===== src/rtl/rle_encoder_if.sv =====
// Sample stream into the run-length encoder and encoded word stream out to the sample FIFO.
// Handshake: each *_valid is a one-cycle strobe qualifying *_data in that cycle; there is no ready, neither side can stall.
interface rle_encoder_if #(
  parameter int SAMPLE_WIDTH = 8
);
  logic                    in_valid;
  logic [SAMPLE_WIDTH-1:0] in_data;
  logic                    out_valid;
  logic [SAMPLE_WIDTH-1:0] out_data;

  modport master (output in_valid, output in_data, input out_valid, input out_data);
  modport slave  (input in_valid, input in_data, output out_valid, output out_data);
endinterface


===== src/rtl/rle_encoder.sv =====
// Run-length encoder between the sampler and the sample FIFO; registered pass-through when enable=0.
// Sample words carry MSB=0, count words MSB=1; a small queue absorbs the two-word bursts.
module rle_encoder #(
  parameter int SAMPLE_WIDTH = 8,
  parameter int QUEUE_DEPTH  = 4
) (
  input  logic                    clock,
  input  logic                    reset_n,
  input  logic                    enable,
  input  logic                    flush,
  input  logic                    clear,
  rle_encoder_if.slave            bus,
  output logic                    busy,
  output logic                    overflow,
  output logic                    dbg_state,
  output logic [SAMPLE_WIDTH-2:0] dbg_count
);

  localparam int N  = SAMPLE_WIDTH;
  localparam int PW = $clog2(QUEUE_DEPTH);
  localparam logic [N-2:0] MAX_RUN = '1;
  localparam logic [PW:0]  DEPTH_V = (PW+1)'(QUEUE_DEPTH);

  typedef enum logic {IDLE = 1'b0, HOLD = 1'b1} state_t;

  state_t         state_q, state_d;
  logic [N-2:0]   last_q, last_d;
  logic [N-2:0]   count_q, count_d;
  logic           mode_q, mode_d;
  logic [N-2:0]   sample;
  logic           push_a, push_b;
  logic [N-1:0]   word_a, word_b;

  logic [N-1:0]   mem [QUEUE_DEPTH];
  logic [PW-1:0]  wr_ptr, rd_ptr;
  logic [PW:0]    q_count, q_count_d, occ0, occ1;
  logic           pop, acc_a, acc_b, drop;
  logic           out_valid_q, overflow_q;
  logic [N-1:0]   out_data_q;

  // Next-state and push generation; a same-cycle flush acts on the post-sample state.
  always_comb begin
    state_d = state_q;
    last_d  = last_q;
    count_d = count_q;
    push_a  = 1'b0;
    push_b  = 1'b0;
    word_a  = '0;
    word_b  = '0;
    sample  = bus.in_data[N-2:0];
    mode_d  = (state_q == IDLE && q_count == '0) ? enable : mode_q;
    if (mode_d) begin
      if (bus.in_valid) begin
        if (state_q == IDLE) begin
          push_a  = 1'b1;
          word_a  = {1'b0, sample};
          last_d  = sample;
          count_d = '0;
          state_d = HOLD;
        end else if (sample == last_q) begin
          if (count_q == MAX_RUN - 1'b1) begin
            push_a  = 1'b1;
            word_a  = {1'b1, MAX_RUN};
            count_d = '0;
          end else begin
            count_d = count_q + 1'b1;
          end
        end else begin
          if (count_q != '0) begin
            push_a = 1'b1;
            word_a = {1'b1, count_q};
            push_b = 1'b1;
            word_b = {1'b0, sample};
          end else begin
            push_a = 1'b1;
            word_a = {1'b0, sample};
          end
          last_d  = sample;
          count_d = '0;
        end
      end
      if (flush && state_d == HOLD) begin
        if (count_d != '0) begin
          if (push_a) begin
            push_b = 1'b1;
            word_b = {1'b1, count_d};
          end else begin
            push_a = 1'b1;
            word_a = {1'b1, count_d};
          end
        end
        count_d = '0;
        state_d = IDLE;
      end
    end
  end

  always_ff @(posedge clock or negedge reset_n) begin
    if (!reset_n) begin
      state_q <= IDLE;
      last_q  <= '0;
      count_q <= '0;
      mode_q  <= 1'b0;
    end else if (clear) begin
      state_q <= IDLE;
      last_q  <= '0;
      count_q <= '0;
      mode_q  <= 1'b0;
    end else begin
      state_q <= state_d;
      last_q  <= last_d;
      count_q <= count_d;
      mode_q  <= mode_d;
    end
  end

  // The pop frees a slot in the same cycle, so acceptance is judged against post-pop occupancy.
  always_comb begin
    pop       = (q_count != '0);
    occ0      = q_count - {{PW{1'b0}}, pop};
    acc_a     = push_a && (occ0 < DEPTH_V);
    occ1      = occ0 + {{PW{1'b0}}, acc_a};
    acc_b     = push_b && (occ1 < DEPTH_V);
    q_count_d = occ1 + {{PW{1'b0}}, acc_b};
    drop      = (push_a && !acc_a) || (push_b && !acc_b);
  end

  always_ff @(posedge clock or negedge reset_n) begin
    if (!reset_n) begin
      for (int i = 0; i < QUEUE_DEPTH; i++) mem[i] <= '0;
      wr_ptr      <= '0;
      rd_ptr      <= '0;
      q_count     <= '0;
      overflow_q  <= 1'b0;
      out_valid_q <= 1'b0;
      out_data_q  <= '0;
    end else if (clear) begin
      for (int i = 0; i < QUEUE_DEPTH; i++) mem[i] <= '0;
      wr_ptr      <= '0;
      rd_ptr      <= '0;
      q_count     <= '0;
      overflow_q  <= 1'b0;
      out_valid_q <= 1'b0;
      out_data_q  <= '0;
    end else begin
      if (acc_a) mem[wr_ptr] <= word_a;
      if (acc_b) mem[wr_ptr + 1'b1] <= word_b;
      wr_ptr  <= wr_ptr + PW'(acc_a) + PW'(acc_b);
      if (pop) rd_ptr <= rd_ptr + 1'b1;
      q_count <= q_count_d;
      if (drop) overflow_q <= 1'b1;
      if (!mode_d) begin
        out_valid_q <= bus.in_valid;
        if (bus.in_valid) out_data_q <= bus.in_data;
      end else begin
        out_valid_q <= pop;
        if (pop) out_data_q <= mem[rd_ptr];
      end
    end
  end

  assign bus.out_valid = out_valid_q;
  assign bus.out_data  = out_data_q;
  assign overflow      = overflow_q;
  assign busy          = (q_count != '0) || (state_q == HOLD);
  assign dbg_state     = state_q;
  assign dbg_count     = count_q;

endmodule


===== src/flat_wrapper.sv =====
// flat-port wrapper written by rule: the top's interface ports become plain ports
module rle_encoder_flat 
#(
  parameter int SAMPLE_WIDTH = 8,
  parameter int QUEUE_DEPTH  = 4
)
  (clock, reset_n, enable, flush, clear, busy, overflow, dbg_state, dbg_count, bus_in_valid, bus_in_data, bus_out_valid, bus_out_data);
  rle_encoder_if #(.SAMPLE_WIDTH(SAMPLE_WIDTH)) bus_i ();
  input  logic clock;
  input  logic reset_n;
  input  logic enable;
  input  logic flush;
  input  logic clear;
  output logic busy;
  output logic overflow;
  output logic dbg_state;
  output logic [SAMPLE_WIDTH-2:0] dbg_count;
  input wire logic [$bits(bus_i.in_valid)-1:0] bus_in_valid;
  input wire logic [$bits(bus_i.in_data)-1:0] bus_in_data;
  output wire logic [$bits(bus_i.out_valid)-1:0] bus_out_valid;
  output wire logic [$bits(bus_i.out_data)-1:0] bus_out_data;
  assign bus_i.in_valid = bus_in_valid;
  assign bus_i.in_data = bus_in_data;
  assign bus_out_valid = bus_i.out_valid;
  assign bus_out_data = bus_i.out_data;
  rle_encoder #(.SAMPLE_WIDTH(SAMPLE_WIDTH), .QUEUE_DEPTH(QUEUE_DEPTH)) u_core (.clock(clock), .reset_n(reset_n), .enable(enable), .flush(flush), .clear(clear), .bus(bus_i), .busy(busy), .overflow(overflow), .dbg_state(dbg_state), .dbg_count(dbg_count));
endmodule

===== config.mk =====
export PLATFORM = sky130hd
export DESIGN_NAME = rle_encoder_flat
export DESIGN_NICKNAME = d
export VERILOG_FILES = /design/src/rtl/rle_encoder_if.sv /design/src/rtl/rle_encoder.sv /design/src/flat_wrapper.sv
export SDC_FILE = /design/constraint.sdc
export NUM_CORES = 1
export LEC_CHECK = 0
export ABC_CLOCK_PERIOD_IN_PS = 4100
export CAP_MARGIN = 20
export CORE_MARGIN = 4
export CORE_UTILIZATION = 33
export DETAILED_ROUTE_END_ITERATION = 7
export PLACE_DENSITY = 0.64
export SYNTH_ARGS = -nofsm -noshare
export SYNTH_HDL_FRONTEND = slang
export SYNTH_SLANG_ARGS = --single-unit
export TNS_END_PERCENT = 50

===== constraint.sdc =====
create_clock -name clock -period 4.1 [get_ports clock]
set_clock_uncertainty 0.2 [all_clocks]
set_input_delay 0.41 -clock clock [delete_from_list [all_inputs] [get_ports clock]]
set_output_delay 0.41 -clock clock [all_outputs]
set_load 0.03 [all_outputs]

After elaboration in Yosys (flattened, before gate mapping)

Cells that the tools add are included.

Output and inout bits: 19
Bits in registers: 65

Eq/ne operators: 4
Muxes and demuxes: 78
Bitwise gates (word level): 4
$add $sub $neg: 8
$lt $le $gt $ge: 7
Reduce and logical (&&, ||, !) cells: 23

Operator list:

| cell                  | number |
|---|---|
| $mux W8               | 24 |
| $mux W32              | 4 |
| $mux W7               | 14 |
| $bwmux W32            | 2 |
| $demux W8 S2          | 2 |
| $mux W1               | 27 |
| $bmux W8 S2           | 1 |
| $reduce_bool A7 Y1    | 2 |
| $ge A3 B3 Y1 const B  | 3 |
| $not A2 Y3            | 3 |
| $logic_and A1 B1 Y1   | 8 |
| $reduce_bool A2 Y1    | 4 |
| $add A7 B1 Y7 const B | 1 |
| $eq A7 B7 Y1          | 1 |
| $eq A7 B7 Y1 const B  | 1 |
| $add A3 B1 Y3         | 2 |
| $lt A3 B1 Y1 const B  | 2 |
| $lt A3 B3 Y1 const B  | 2 |
| $mux W2               | 3 |
| $ne A3 B3 Y1 const B  | 2 |
| $reduce_bool A3 Y1    | 2 |
| $add A2 B1 Y2         | 2 |
| $add A2 B1 Y2 const B | 2 |
| $logic_not A3 Y1      | 1 |
| 7 further kinds       | 9 |

Depth between registers and ports, before layout

Gate-level depths: netlist of run 1.

Depth in word-level cells: 19
Mapped depth: 18

Worst setup path before layout of run 1

OpenSTA, ideal clock, no wires.

Path kind: register to register
Start point: reg u_core.count_q[0], in the netlist u_core.dbg_count[0]
End point: reg u_core.mem[8] (netlist name)
Required time: 3.774 ns
Arrival time: 4.012 ns
Stages on the path, launching flop included: 19
Setup time: 0.126 ns
Slack: -0.238 ns
Buffers on the path: 2
Cell sequence: dfrtp_1 inv_1 ha_1 nand4_1 nor2_1 nor3_1 a21oi_1 o21ai_0 nor2_1 ha_1 ha_1 xnor2_1 o2111ai_4 or3b_1 buf_6 nand2b_2 nor2b_1 buf_6 a221o_1

Cells in the longest elaborated chain, start to end: 16
Elaborated cells between the ends (all ways): 52
Those cells by class: add/sub (2); order compare (1); eq/ne (1); mux (44); reduce/logical (4)

Ends and longest elaborated chain:

| item                                                     | RTL line                               | source |
|---|---|---|
| from (decl)                                              | rle_encoder.sv:28                      | `logic [N-2:0] count_q, count_d;` |
| from (signal assigned)                                   | rle_encoder.sv:112                     | `count_q <= count_d;` |
| $add A7 B1 Y7 / $eq A7 B7 Y1 (equally long branches)     | rle_encoder.sv:66, rle_encoder.sv:61   |  |
| $mux W7 / $mux W1 (equally long branches)                | rle_encoder.sv:61                      | `if (count_q == MAX_RUN - 1'b1) begin` |
| $mux W7 / $mux W1 (equally long branches)                | rle_encoder.sv:60                      | `end else if (sample == last_q) begin` |
| $mux W7 / $mux W1 (equally long branches)                | rle_encoder.sv:54                      | `if (state_q == IDLE) begin` |
| $mux W7 / $mux W1 (equally long branches)                | rle_encoder.sv:53                      | `if (bus.in_valid) begin` |
| $mux W7 / $mux W1 (equally long branches)                | rle_encoder.sv:52                      | `if (mode_d) begin` |
| $reduce_bool A7 Y1 / $mux W8 (equally long branches)     | rle_encoder.sv:83, rle_encoder.sv:84   |  |
| $mux W1 / $mux W8 (equally long branches)                | rle_encoder.sv:83                      | `if (count_d != '0) begin` |
| $mux W1 / $mux W8 (equally long branches)                | rle_encoder.sv:82                      | `if (flush && state_d == HOLD) begin` |
| $mux W1 / $mux W8 (equally long branches)                | rle_encoder.sv:52                      |  |
| $logic_and A1 B1 Y1 / $bwmux W32 (equally long branches) | rle_encoder.sv:121, rle_encoder.sv:146 |  |
| $add A3 B1 Y3 / $mux W32 (equally long branches)         | rle_encoder.sv:122, rle_encoder.sv:146 |  |
| $lt A3 B3 Y1 / $mux W32 (equally long branches)          | rle_encoder.sv:123, rle_encoder.sv:137 |  |
| $logic_and A1 B1 Y1 / $bwmux W32 (equally long branches) | rle_encoder.sv:123, rle_encoder.sv:147 |  |
| $mux W32 (*)                                             | rle_encoder.sv:147                     | `if (acc_b) mem[wr_ptr + 1'b1] <= word_b;` |
| $mux W32 (*)                                             | rle_encoder.sv:137                     | `end else if (clear) begin` |
| to (signal, indexed assignment)                          | rle_encoder.sv:146                     | `if (acc_a) mem[wr_ptr] <= word_a;` |
| to (signal, indexed assignment)                          | rle_encoder.sv:147                     |  |
| to (decl)                                                | rle_encoder.sv:34                      | `logic [N-1:0] mem [QUEUE_DEPTH];` |

Mark *: on every way between the ends. The rest lies on a longest branch, timed or not. The select of a mux whose other input is x is not followed.
A chain may end at the register's enable or synchronous reset.

Final worst setup path of run 1

Start point: reg u_core.count_q[5], in the netlist u_core.dbg_count[5]
End point: reg u_core.mem[10] (netlist name)

Same word-level chain as after synthesis.

==> reports/results.tsv, run 1 <==
stage	metric	value	unit
status	status	complete, no violations	
cells_and_area	fin util	42.5	%
global_routing	vias in the first global route	3596	
cells_and_area	final-layout fill cell count	1199	
critical_path	CP bufs+invs	0	
clocking	CTS Buf Count	9	
synthesis	asr flop ratio synth	100	%
critical_path	setup slack, reg-to-reg	0.23	ns
synthesis	number of enable flip-flop cells after synthesis	0	
timing	Max-slew headroom	51.6	%
cells_and_area	Nets	507	
routing	first-pass iteration count of the detailed router	5	
cells_and_area	commonest non-fill, non-tap cell in the layout	dfrtp_1	
clocking	clock sink total	65	
critical_path	reg2reg start	u_core.dbg_count[5]	
clocking	H-tree Lvls	3	
clocking	TritonCTS clock tree	done	
clocking	Worst-path clk slew	0.06	ns
floorplan	Die X	120	um
timing	Slew @ Worst Pin	0.725	ns
min_path	hold path startpoint	u_core.mem[29]	
floorplan	Core Footprint	12100	um2
power_and_ir_drop	internal power	1660	uW
cells_and_area	n_diodes	0	
cells_and_area	most frequent cells in the layout	dfrtp_1, nor2_1, nand2_1	
power_and_ir_drop	Pwr Density	504	nW/um2
synthesis	yosys warns	0	
routing	drt wl/cell	18.7	um
synthesis	Post-Syn Nets	457	
power_and_ir_drop	combinational share of power	36.6	%
power_and_ir_drop	Clock Power Share	32.0	%
routing	DR iter-0 viols	365	
synthesis	sequential fraction of the synthesis area	39.5	%
synthesis	Mapped Area	4110	um2
floorplan	I/O Pins	33	
cells_and_area	Area growth, synth to finish	25.3	%
global_routing	first-pass GRT wire length	19300	um
routing	ANT nets after route	0	
critical_path	Worst path max stage delay	0.47	ns
routing	Via density	5.80	
power_and_ir_drop	LEAKAGE	0.00213	uW
critical_path	delay-heaviest family, CP	simple AND/OR/NAND/NOR gates	
synthesis	area leader, netlist	dfrtp_1	
timing	fin crit period	3.87	ns
global_routing	initial antenna violation count	0	
min_path	Hold EP	u_core.mem[29]	
timing	period utilisation layout	94.3	%
synthesis	Synth area leaders	dfrtp_1, nor2_1, mux4_2	
clocking	Root Driver	clkbuf_16	
cells_and_area	Register Area	1630	um2
global_routing	GRT Total Usage	17.2	%
routing	post-route DRC violation count	0	
timing	Final Hold Fails	0	
timing	worst hold slack	0.315	ns
floorplan	die area	14300	um2
floorplan	Initial Util	34.0	%
critical_path	critical path type	reg2reg	
timing	sum of negative setup slack	0	ns
global_routing	largest net degree at the start of global routing	36	
power_and_ir_drop	Max VDD drop	202	uV
clocking	worst skew pair latency	0.34	ns
floorplan	die span in y	120	um
critical_path	RR Endpoint	u_core.mem[10]	
synthesis	post-synth top area share	39.5	%
synthesis	Syn Inst Count	434	
placed_design	number of port buffers	32	
critical_path	WP data arrival	3.88	ns
timing	Max Clk Rate	259	MHz
critical_path	R2R cell count	14	
critical_path	Worst Path Required	4.12	ns
synthesis	ys flop type	dfrtp_1	
power_and_ir_drop	Reg power frac	31.4	%
clocking	CTS max path bufs	2	
critical_path	Crit-path slowest cell	dfrtp_2	
critical_path	most frequent CP cell	ha_1	
min_path	Hold WC Path Type	reg2reg	
synthesis	Netlist cell types	62	
timing	final setup vio count	0	
power_and_ir_drop	Sw Pwr	937	uW
floorplan	Core Rows	40	
synthesis	Synth Register Bits	65	
critical_path	Max FO, Critical Path	9	
placed_design	Final GP Congestion	0.939	
critical_path	Setup crit start kind	flip-flop	
timing	RSZ-0062 raised after global routing	false	
timing	Final Max Tran Viols	0	
routing	vias	3810	
global_routing	GR Overflow Total	0	
cells_and_area	layout cell share with drive strength beyond 1	17.6	%
synthesis	Post-Syn Area per Cell	9.48	um2
power_and_ir_drop	sw frac	36.1	%
critical_path	worst-path cell chain	or3b_2 > a21o_1 > a221oi_2 > nor2_2 > o21ai_1 > nor2_1 > ha_1 > ha_1 > xnor2_2 > o2111ai_4 > or3b_1 > nand2b_2 > nor2b_1 > a221o_1	
critical_path	crit end category	flip-flop	
min_path	Hold Path Stages	1	
cells_and_area	area taken by multi-input logic gates	2340	um2
placed_design	dpl hpwl	8780	um
routing	final wirelength	12300	um
run	max-capacitance violation count	0	
metrics by stage:
stage               setup slack [ns]  power [uW]  std cells  area, um2
floorplan                     0.0164        1450        434       4150
global placement              0.0371        1750        640       4820
detailed placement           -0.0332        1770        640       4820
CTS                            0.211        2620        657       5150
global route                  0.0257        2740        657       5150
finish                         0.234        2600        657       5150
how the worst max path moves through the flow:
stage	startpoint	endpoint	slack [ns]	cells past startpoint
final	u_core.dbg_count[5]	u_core.mem[10]	0.23	14
after global routing	u_core.dbg_count[1]	u_core.mem[9]	0.03	15
after CTS	u_core.dbg_count[1]	u_core.mem[8]	0.21	16
after detailed placement	bus_in_valid	u_core.mem[8]	-0.03	15
after global placement	bus_in_valid	u_core.mem[10]	0.04	15
after floorplan	u_core.dbg_count[6]	u_core.mem[8]	0.02	17
repair_timing:
| action | 4_1_cts | 5_1_grt |
|---|---|---|
| resized for setup | 0 | 1 |
| buffers inserted | 0 | 0 |
| hold endpoints to repair | 30 | 0 |
| hold buffers | 1 | 0 |
| setup endpoints to repair | 0 | 7 |
area by class of cell:
cell class / count / share of cell area, %
inverters: 13 / 0.947
multi-input cells: 325 / 45.4
repair buffers: 70 / 11.7
clock inverters: 6 / 1.80
clock buffers: 10 / 4.44
well taps: 168 / 4.08
flip-flops and latches: 65 / 31.6
worst reg2reg max path: stages (launching register included):
cell	delay [ns]
dfrtp_2	0.47
or3b_2	0.47
a21o_1	0.19
a221oi_2	0.32
nor2_2	0.09
o21ai_1	0.16
nor2_1	0.08
ha_1	0.18
ha_1	0.22
xnor2_2	0.18
o2111ai_4	0.15
or3b_1	0.45
nand2b_2	0.09
nor2b_1	0.13
a221o_1	0.38
power by group through the flow:
stage	clock [uW]	sequential [uW]	combinational, uW
3_3_place_gp	0	821	932
4_1_cts	844	816	956
6_report	830	816	951
3_5_place_dp	0	826	949
2_1_floorplan	0	851	604
5_1_grt	874	831	1030
logic make-up (layout without fill, tap and decap cells):
kind of cell | Yosys count | after routing | share of synthesized area [%]
buffers and inverters | 44 | 99 | 4.47
muxes | 23 | 23 | 8.40
and+or+nand+nor | 172 | 172 | 21.0
AOI/OAI and AO/OA | 101 | 101 | 19.6
DFF | 65 | 65 | 39.5
adders and majority gates | 9 | 9 | 2.74
xor gates and xnor gates | 20 | 20 | 4.26
registers in the layout, indices dropped and copies added (netlist names):
register and flops:
u_core.mem 32, u_core.bus.out_data 8, u_core.dbg_count 7, u_core.last_q 7, u_core.q_count 3, u_core.rd_ptr 2, u_core.wr_ptr 2, u_core.bus.out_valid 1
u_core.dbg_state 1, u_core.mode_q 1, u_core.overflow 1
layer usage:
layer,vias to the layer above,part of all wire [%],GRT usage (%)
met5,-,0,0
met4,0,2.2,6.44
met3,19,7.8,3.96
met2,184,46,27.0
met1,1877,44,23.1
li1,1730,-,-
cell usage after synthesis, types with 4 or more instances:
cell / instances
o221ai_1: 13
or3_1: 9
nor4_1: 4
clkbuf_1: 24
nand4b_1: 14
mux4_2: 8
a21o_1: 5
nand2_1: 42
a221o_1: 14
nor2b_1: 5
inv_1: 12
o21ai_0: 10
nor3_1: 11
ha_1: 9
or2_2: 4
xor2_1: 5
nand4_1: 4
dfrtp_1: 65
nor2_1: 54
a311oi_1: 9
mux2i_1: 12
xnor2_1: 15
nand3_1: 8
nand2b_1: 4
a21oi_1: 10
o22ai_1: 5
Power figures use the tool's default switching activity.
==> run 2, diff against run 1 <==
--- a/config.mk
+++ b/config.mk
@@ -8,10 +8,10 @@
 export ABC_CLOCK_PERIOD_IN_PS = 4100
 export CAP_MARGIN = 20
 export CORE_MARGIN = 4
-export CORE_UTILIZATION = 33
+export CORE_UTILIZATION = 48
 export DETAILED_ROUTE_END_ITERATION = 7
-export PLACE_DENSITY = 0.64
+export PLACE_DENSITY = 0.82
 export SYNTH_ARGS = -nofsm -noshare
 export SYNTH_HDL_FRONTEND = slang
 export SYNTH_SLANG_ARGS = --single-unit
-export TNS_END_PERCENT = 50
+export TNS_END_PERCENT = 10
==> constraint.sdc (replaced) <==
create_clock -name clock -period 4.1 [get_ports clock]
set_clock_uncertainty 0.2 [all_clocks]
set_input_delay 0.615 -clock clock [delete_from_list [all_inputs] [get_ports clock]]
set_output_delay 0.615 -clock clock [all_outputs]
set_load 0.03 [all_outputs]
==> reports/results.tsv, run 2 (same netlist as run 1, synthesis figures left out) <==
stage	metric	value	unit	change
global_routing	first-pass GRT wire length	19300	um	about the same
clocking	CTS Buf Count	9		unchanged
cells_and_area	most frequent cells in the layout	dfrtp_1, nor2_1, nand2_1		
clocking	Root Driver	clkbuf_8		
timing	period utilisation layout	94.8	%	+0.49 points
routing	vias	3886		+2.0%
critical_path	RR Endpoint	u_core.mem[17]		
run	max-capacitance violation count	0		unchanged
power_and_ir_drop	Max VDD drop	319	uV	+58%
routing	first-pass iteration count of the detailed router	7		+2
global_routing	vias in the first global route	3667		+2.0%
timing	Final Max Tran Viols	0		unchanged
cells_and_area	largest register by flop count	u_core.mem		
min_path	hold path startpoint	u_core.mem[25]		
critical_path	WP data arrival	3.89	ns	about the same
min_path	Hold Path Stages	1		unchanged
floorplan	Die X	101	um	-16%
status	status	complete, no violations		
floorplan	die span in y	101	um	-16%
cells_and_area	Area growth, synth to finish	23.0	%	
global_routing	largest net degree at the start of global routing	46		+28%
clocking	worst skew pair latency	0.35	ns	about the same
routing	Via density	6.48		+12%
placed_design	dpl hpwl	8800	um	+0.17%
floorplan	die area	10100	um2	-29%
critical_path	worst-path cell chain	clkdlybuf4s50_1 > and4_1 > or3_1 > a221oi_2 > nor2_2 > o21ai_2 > nor2_1 > ha_1 > ha_1 > xnor2_2 > o2111ai_4 > buf_4 > or3_1 > buf_4 > nand4b_1 > o221ai_1		
clocking	TritonCTS clock tree	done		
clocking	CTS max path bufs	2		unchanged
global_routing	initial antenna violation count	0		unchanged
clocking	Worst-path clk slew	0.08	ns	+0.02 ns
global_routing	GRT Total Usage	24.5	%	+7.3 points
power_and_ir_drop	LEAKAGE	0.00213	uW	+0.17%
floorplan	I/O Pins	33		unchanged
clocking	clock sink total	65		unchanged
timing	fin crit period	3.89	ns	+0.0201 ns
placed_design	number of port buffers	32		unchanged
placed_design	Final GP Congestion	0.964		+2.7%
critical_path	reg2reg start	u_core.dbg_count[1]		
routing	post-route DRC violation count	0		unchanged
placed_design	placed inst area	4780	um2	-0.73%
critical_path	Worst Path Required	4.11	ns	about the same
critical_path	setup slack, reg-to-reg	0.28	ns	+0.05 ns
power_and_ir_drop	Pwr Density	475	nW/um2	-5.8%
routing	drt wl/cell	19.8	um	+6.3%
critical_path	crit end category	flip-flop		
floorplan	Core Rows	33		-18%
timing	sum of negative setup slack	0	ns	unchanged
timing	Slew @ Worst Pin	0.645	ns	-0.0809 ns
critical_path	Max FO, Critical Path	13		+4
min_path	Hold EP	u_core.mem[25]		
critical_path	Setup crit start kind	primary input		
critical_path	Crit-path slowest cell	clkdlybuf4s50_1		
timing	RSZ-0062 raised after global routing	false		
cells_and_area	Nets	513		+1.2%
timing	final setup vio count	0		unchanged
cells_and_area	commonest non-fill, non-tap cell in the layout	dfrtp_1		
clocking	H-tree Lvls	3		unchanged
global_routing	GR Overflow Total	0		unchanged
timing	Max-slew headroom	57.0	%	+5.4 points
critical_path	R2R cell count	16		+2
cells_and_area	n_diodes	0		unchanged
cells_and_area	max FFs per register	32		unchanged
floorplan	Core Footprint	8260	um2	-32%
cells_and_area	layout cell share with drive strength beyond 1	19.6	%	+2.0 points
timing	Max Clk Rate	257	MHz	-0.52%
floorplan	Initial Util	49.8	%	+16 points
cells_and_area	fin area	5060	um2	-1.8%
timing	Final Hold Fails	0		unchanged
critical_path	Worst path max stage delay	0.44	ns	-0.03 ns
routing	ANT nets after route	0		unchanged
routing	DR iter-0 viols	454		+24%
critical_path	critical path type	in2reg		
routing	final wirelength	11900	um	-2.9%
min_path	Hold WC Path Type	reg2reg		
-- run 2: changes by cell type in the layout (fill, tap and decap cells not counted), moves of 2 or more --
cell,previous run,this run
clkbuf_8,0,9
clkbuf_16,9,0
buf_4,37,41
inv_6,0,2
-- run 2: worst max path at each step --
stage,from,endpoint,cells after the start
detailed placement,bus_in_valid,u_core.mem[8],15
CTS,bus_in_valid,u_core.mem[8],15
floorplan,u_core.dbg_count[6],u_core.mem[8],17
global route,bus_in_valid,u_core.mem[8],16
finish,bus_in_valid,u_core.mem[17],16
global placement,bus_in_valid,u_core.mem[14],15
-- run 2: metal layers --
metal	routed length [um]	vias up	global-route usage [%]
li1	-	1740	-
met1	5040	1894	33.7
met2	5460	220	38.7
met3	1090	32	5.47
met4	308	0	7.67
met5	0	-	0
-- run 2: final cells by class --
class,instances,area [um2]
fill,701,3200
multi-input combinational,325,2360
sequential,65,1630
timing repair buffer,76,664
tap,105,131
clock buffer,9,124
clock inverter,7,101
inverter,13,48.8
-- run 2: worst max-delay path, delay by kind of cell --
kind,cells,cell delay [ns]
compound gates,4,0.71
xor+xnor,1,0.21
fa+ha+maj,2,0.41
buf+inv,3,0.85
simple gates,6,1.09
-- run 2: what timing repair did --
action / in CTS / in global routing
hold buffers: 0 / 1
resized for setup: 0 / 6
setup endpoints to repair: 0 / 20
buffers inserted: 0 / 0
endpoints found under the hold margin: 0 / 10
-- run 2: per-stage QoR --
stage               utilization, %  setup WS (ns)  hold WS, ns  power (uW)  cells
floorplan                        -         0.0164        0.119        1460    434
global placement              57.9         -0.109        0.294        1740    582
detailed placement            57.9         -0.227        0.301        1770    582
CTS                           60.6          0.108        0.273        2400    598
global route                  61.3         0.0147        0.338        2530    600
finish                        61.3          0.214        0.317        2400    600
-- run 2: power breakdown --
part           total [uW]  leakage (uW)  internal [uW]  switching, uW
Combinational         963       0.00114            411            552
Clock                 627      0.000106            347            280
Sequential            814      0.000887            721           92.5
==> run 3, diff against run 2 <==
--- a/config.mk
+++ b/config.mk
@@ -6,7 +6,8 @@
 export NUM_CORES = 1
 export LEC_CHECK = 0
 export ABC_CLOCK_PERIOD_IN_PS = 4100
-export CAP_MARGIN = 20
+export CAP_MARGIN = 5
+export CORE_ASPECT_RATIO = 0.75
 export CORE_MARGIN = 4
 export CORE_UTILIZATION = 48
 export DETAILED_ROUTE_END_ITERATION = 7
==> reports/results.tsv, run 3 (same netlist as run 1, synthesis figures left out) <==
stage	metric	value	unit	change
clocking	TritonCTS clock tree	done		
placed_design	dpl hpwl	9120	um	+3.7%
clocking	post-CTS setup repair buffer count	0		unchanged
routing	final wirelength	12300	um	+3.1%
cells_and_area	max FFs per register	32		unchanged
floorplan	Die X	115	um	+14%
min_path	Hold WC Path Type	in2async		
clocking	H-tree Lvls	3		unchanged
clocking	Root Driver	clkbuf_16		
global_routing	GR Overflow Total	0		unchanged
power_and_ir_drop	LEAKAGE	0.00214	uW	+0.63%
floorplan	die span in y	88.2	um	-12%
cells_and_area	largest register by flop count	u_core.mem		
global_routing	GRT Total Usage	25.8	%	+1.3 points
floorplan	Initial Util	50.6	%	+0.80 points
global_routing	initial antenna violation count	0		unchanged
status	status	complete, no violations		
power_and_ir_drop	Max VDD drop	426	uV	+34%
timing	Slew @ Worst Pin	0.751	ns	+0.106 ns
critical_path	R2R cell count	15		-1
floorplan	die area	10100	um2	+0.15%
cells_and_area	Nets	511		-0.39%
timing	final setup vio count	0		unchanged
critical_path	WP data arrival	4.00	ns	+0.11 ns
placed_design	DP Cell Count	582		unchanged
cells_and_area	fin cells	598		-0.33%
cells_and_area	final-layout fill cell count	649		-7.4%
clocking	clock sink total	65		unchanged
timing	final worst setup slack	0.122	ns	-0.0925 ns
floorplan	I/O Pins	33		unchanged
clocking	CTS Buf Count	9		unchanged
critical_path	critical path type	in2reg		
timing	Final Hold Fails	0		unchanged
routing	drt wl/cell	20.5	um	+3.4%
cells_and_area	area taken by multi-input logic gates	2370	um2	+0.48%
run	max-capacitance violation count	0		unchanged
routing	Via density	6.54		+0.95%
routing	first-pass iteration count of the detailed router	5		-2
power_and_ir_drop	Pwr Density	499	nW/um2	+5.0%
routing	vias	3910		+0.62%
placed_design	placed inst area	4780	um2	unchanged
global_routing	first-pass GRT wire length	19900	um	+3.3%
timing	RSZ-0062 raised after global routing	false		
placed_design	number of port buffers	32		unchanged
critical_path	crit end category	flip-flop		
cells_and_area	commonest non-fill, non-tap cell in the layout	dfrtp_1		
timing	Final Max Tran Viols	0		unchanged
global_routing	vias in the first global route	3706		+1.1%
routing	DR iter-0 viols	528		+16%
timing	Max Clk Rate	251	MHz	-2.3%
cells_and_area	Area growth, synth to finish	24.2	%	
routing	post-route DRC violation count	0		unchanged
placed_design	Final GP Congestion	0.997		+3.4%
cells_and_area	most frequent cells in the layout	dfrtp_1, nor2_1, nand2_1, buf_4, clkdlybuf4s50_1		
clocking	CTS max path bufs	2		unchanged
cells_and_area	n_diodes	0		unchanged
timing	period utilisation layout	97.0	%	+2.3 points
timing	fin crit period	3.98	ns	+0.0925 ns
clocking	worst skew pair latency	0.34	ns	about the same
clocking	Worst-path clk slew	0.06	ns	-0.02 ns
cells_and_area	layout cell share with drive strength beyond 1	19.3	%	-0.33 points
placed_design	pre-CTS setup slack	-0.269	ns	-0.0424 ns
cells_and_area	Register Area	1630	um2	unchanged
routing	ANT nets after route	0		unchanged
critical_path	Worst Path Required	4.12	ns	about the same
cells_and_area	fin area	5110	um2	+0.94%
critical_path	Setup crit start kind	primary input		
critical_path	Max FO, Critical Path	7		-6
floorplan	Core Rows	28		-15%
timing	Max-slew headroom	49.8	%	-7.2 points
floorplan	Core Footprint	8130	um2	-1.6%
global_routing	largest net degree at the start of global routing	46		unchanged
timing	worst hold slack	0.0355	ns	-0.281 ns
-- run 3: cell types whose count changed in the layout (fill, tap and decap cells not counted), sizes merged --
| cell | delta |
|---|---|
| clkbuf | +1 |
| buf | -1 |
| dlygate4sd3 | -1 |
| clkinvlp | +1 |
| inv | -1 |
| bufinv | -1 |
-- run 3: worst max-delay path, cell delays in order --
cell	delay [ns]
clkdlybuf4s50_1	0.47
buf_4	0.19
nor4_2	0.29
a41oi_1	0.11
a221oi_4	0.27
nor2_2	0.10
o21ai_2	0.15
nor2_1	0.08
ha_1	0.18
ha_1	0.22
xnor2_2	0.17
o2111ai_4	0.15
or3b_4	0.46
nand2b_2	0.09
nor2b_2	0.08
a221o_1	0.36
-- run 3: worst paths after layout --
| kind | from | slack (ns) | endpoint |
|---|---|---|---|
| setup / recovery | bus_in_valid | 0.12 | u_core.mem[12] |
| hold / removal | reset_n | 0.04 | u_core.dbg_count[4] |
| setup reg to reg | u_core.dbg_count[1] | 0.28 | u_core.mem[12] |
| hold reg to reg | u_core.mem[29] | 0.31 | u_core.mem[29] |
| max in group asynchronous | reset_n | 2.72 | u_core.rd_ptr[1] |
| min in group clock | u_core.mem[29] | 0.31 | u_core.mem[29] |
-- run 3: through the flow --
step	power [uW]	TNS, ns	util, %
2_1_floorplan	1460	0	-
6_report	2550	0	62.8
5_1_grt	2690	0	62.8
4_1_cts	2550	0	62.5
3_3_place_gp	1750	-2.17	58.8
3_5_place_dp	1780	-4.20	58.8
-- run 3: power breakdown --
group / leakage (uW) / switching, uW / total, uW / internal, uW
Clock: 0.000135 / 292 / 763 / 471
Sequential: 0.000887 / 94.4 / 817 / 723
Combinational: 0.00112 / 561 / 968 / 408
-- run 3: timing repair --
action	in CTS	in global routing
hold buffers	0	0
endpoints found under the setup margin	0	25
resized for setup	0	6
-- run 3: area by class of cell --
| cell class | count | share of cell area [%] |
|---|---|---|
| clock buffers | 10 | 4.48 |
| clock inverters | 6 | 1.30 |
| inverters | 13 | 0.956 |
| multi-input cells | 325 | 46.4 |
| flip-flops and latches | 65 | 31.9 |
| well taps | 105 | 2.57 |
| repair buffers | 74 | 12.3 |
-- run 3: per-layer routing --
layer  vias up  GRT usage [%]  routed length (um)
met3        22           8.84                1340
met1      1912           36.1                5310
li1       1742              -                   -
met2       234           38.6                5430
met4         0           6.72                 192
met5         -              0                   0
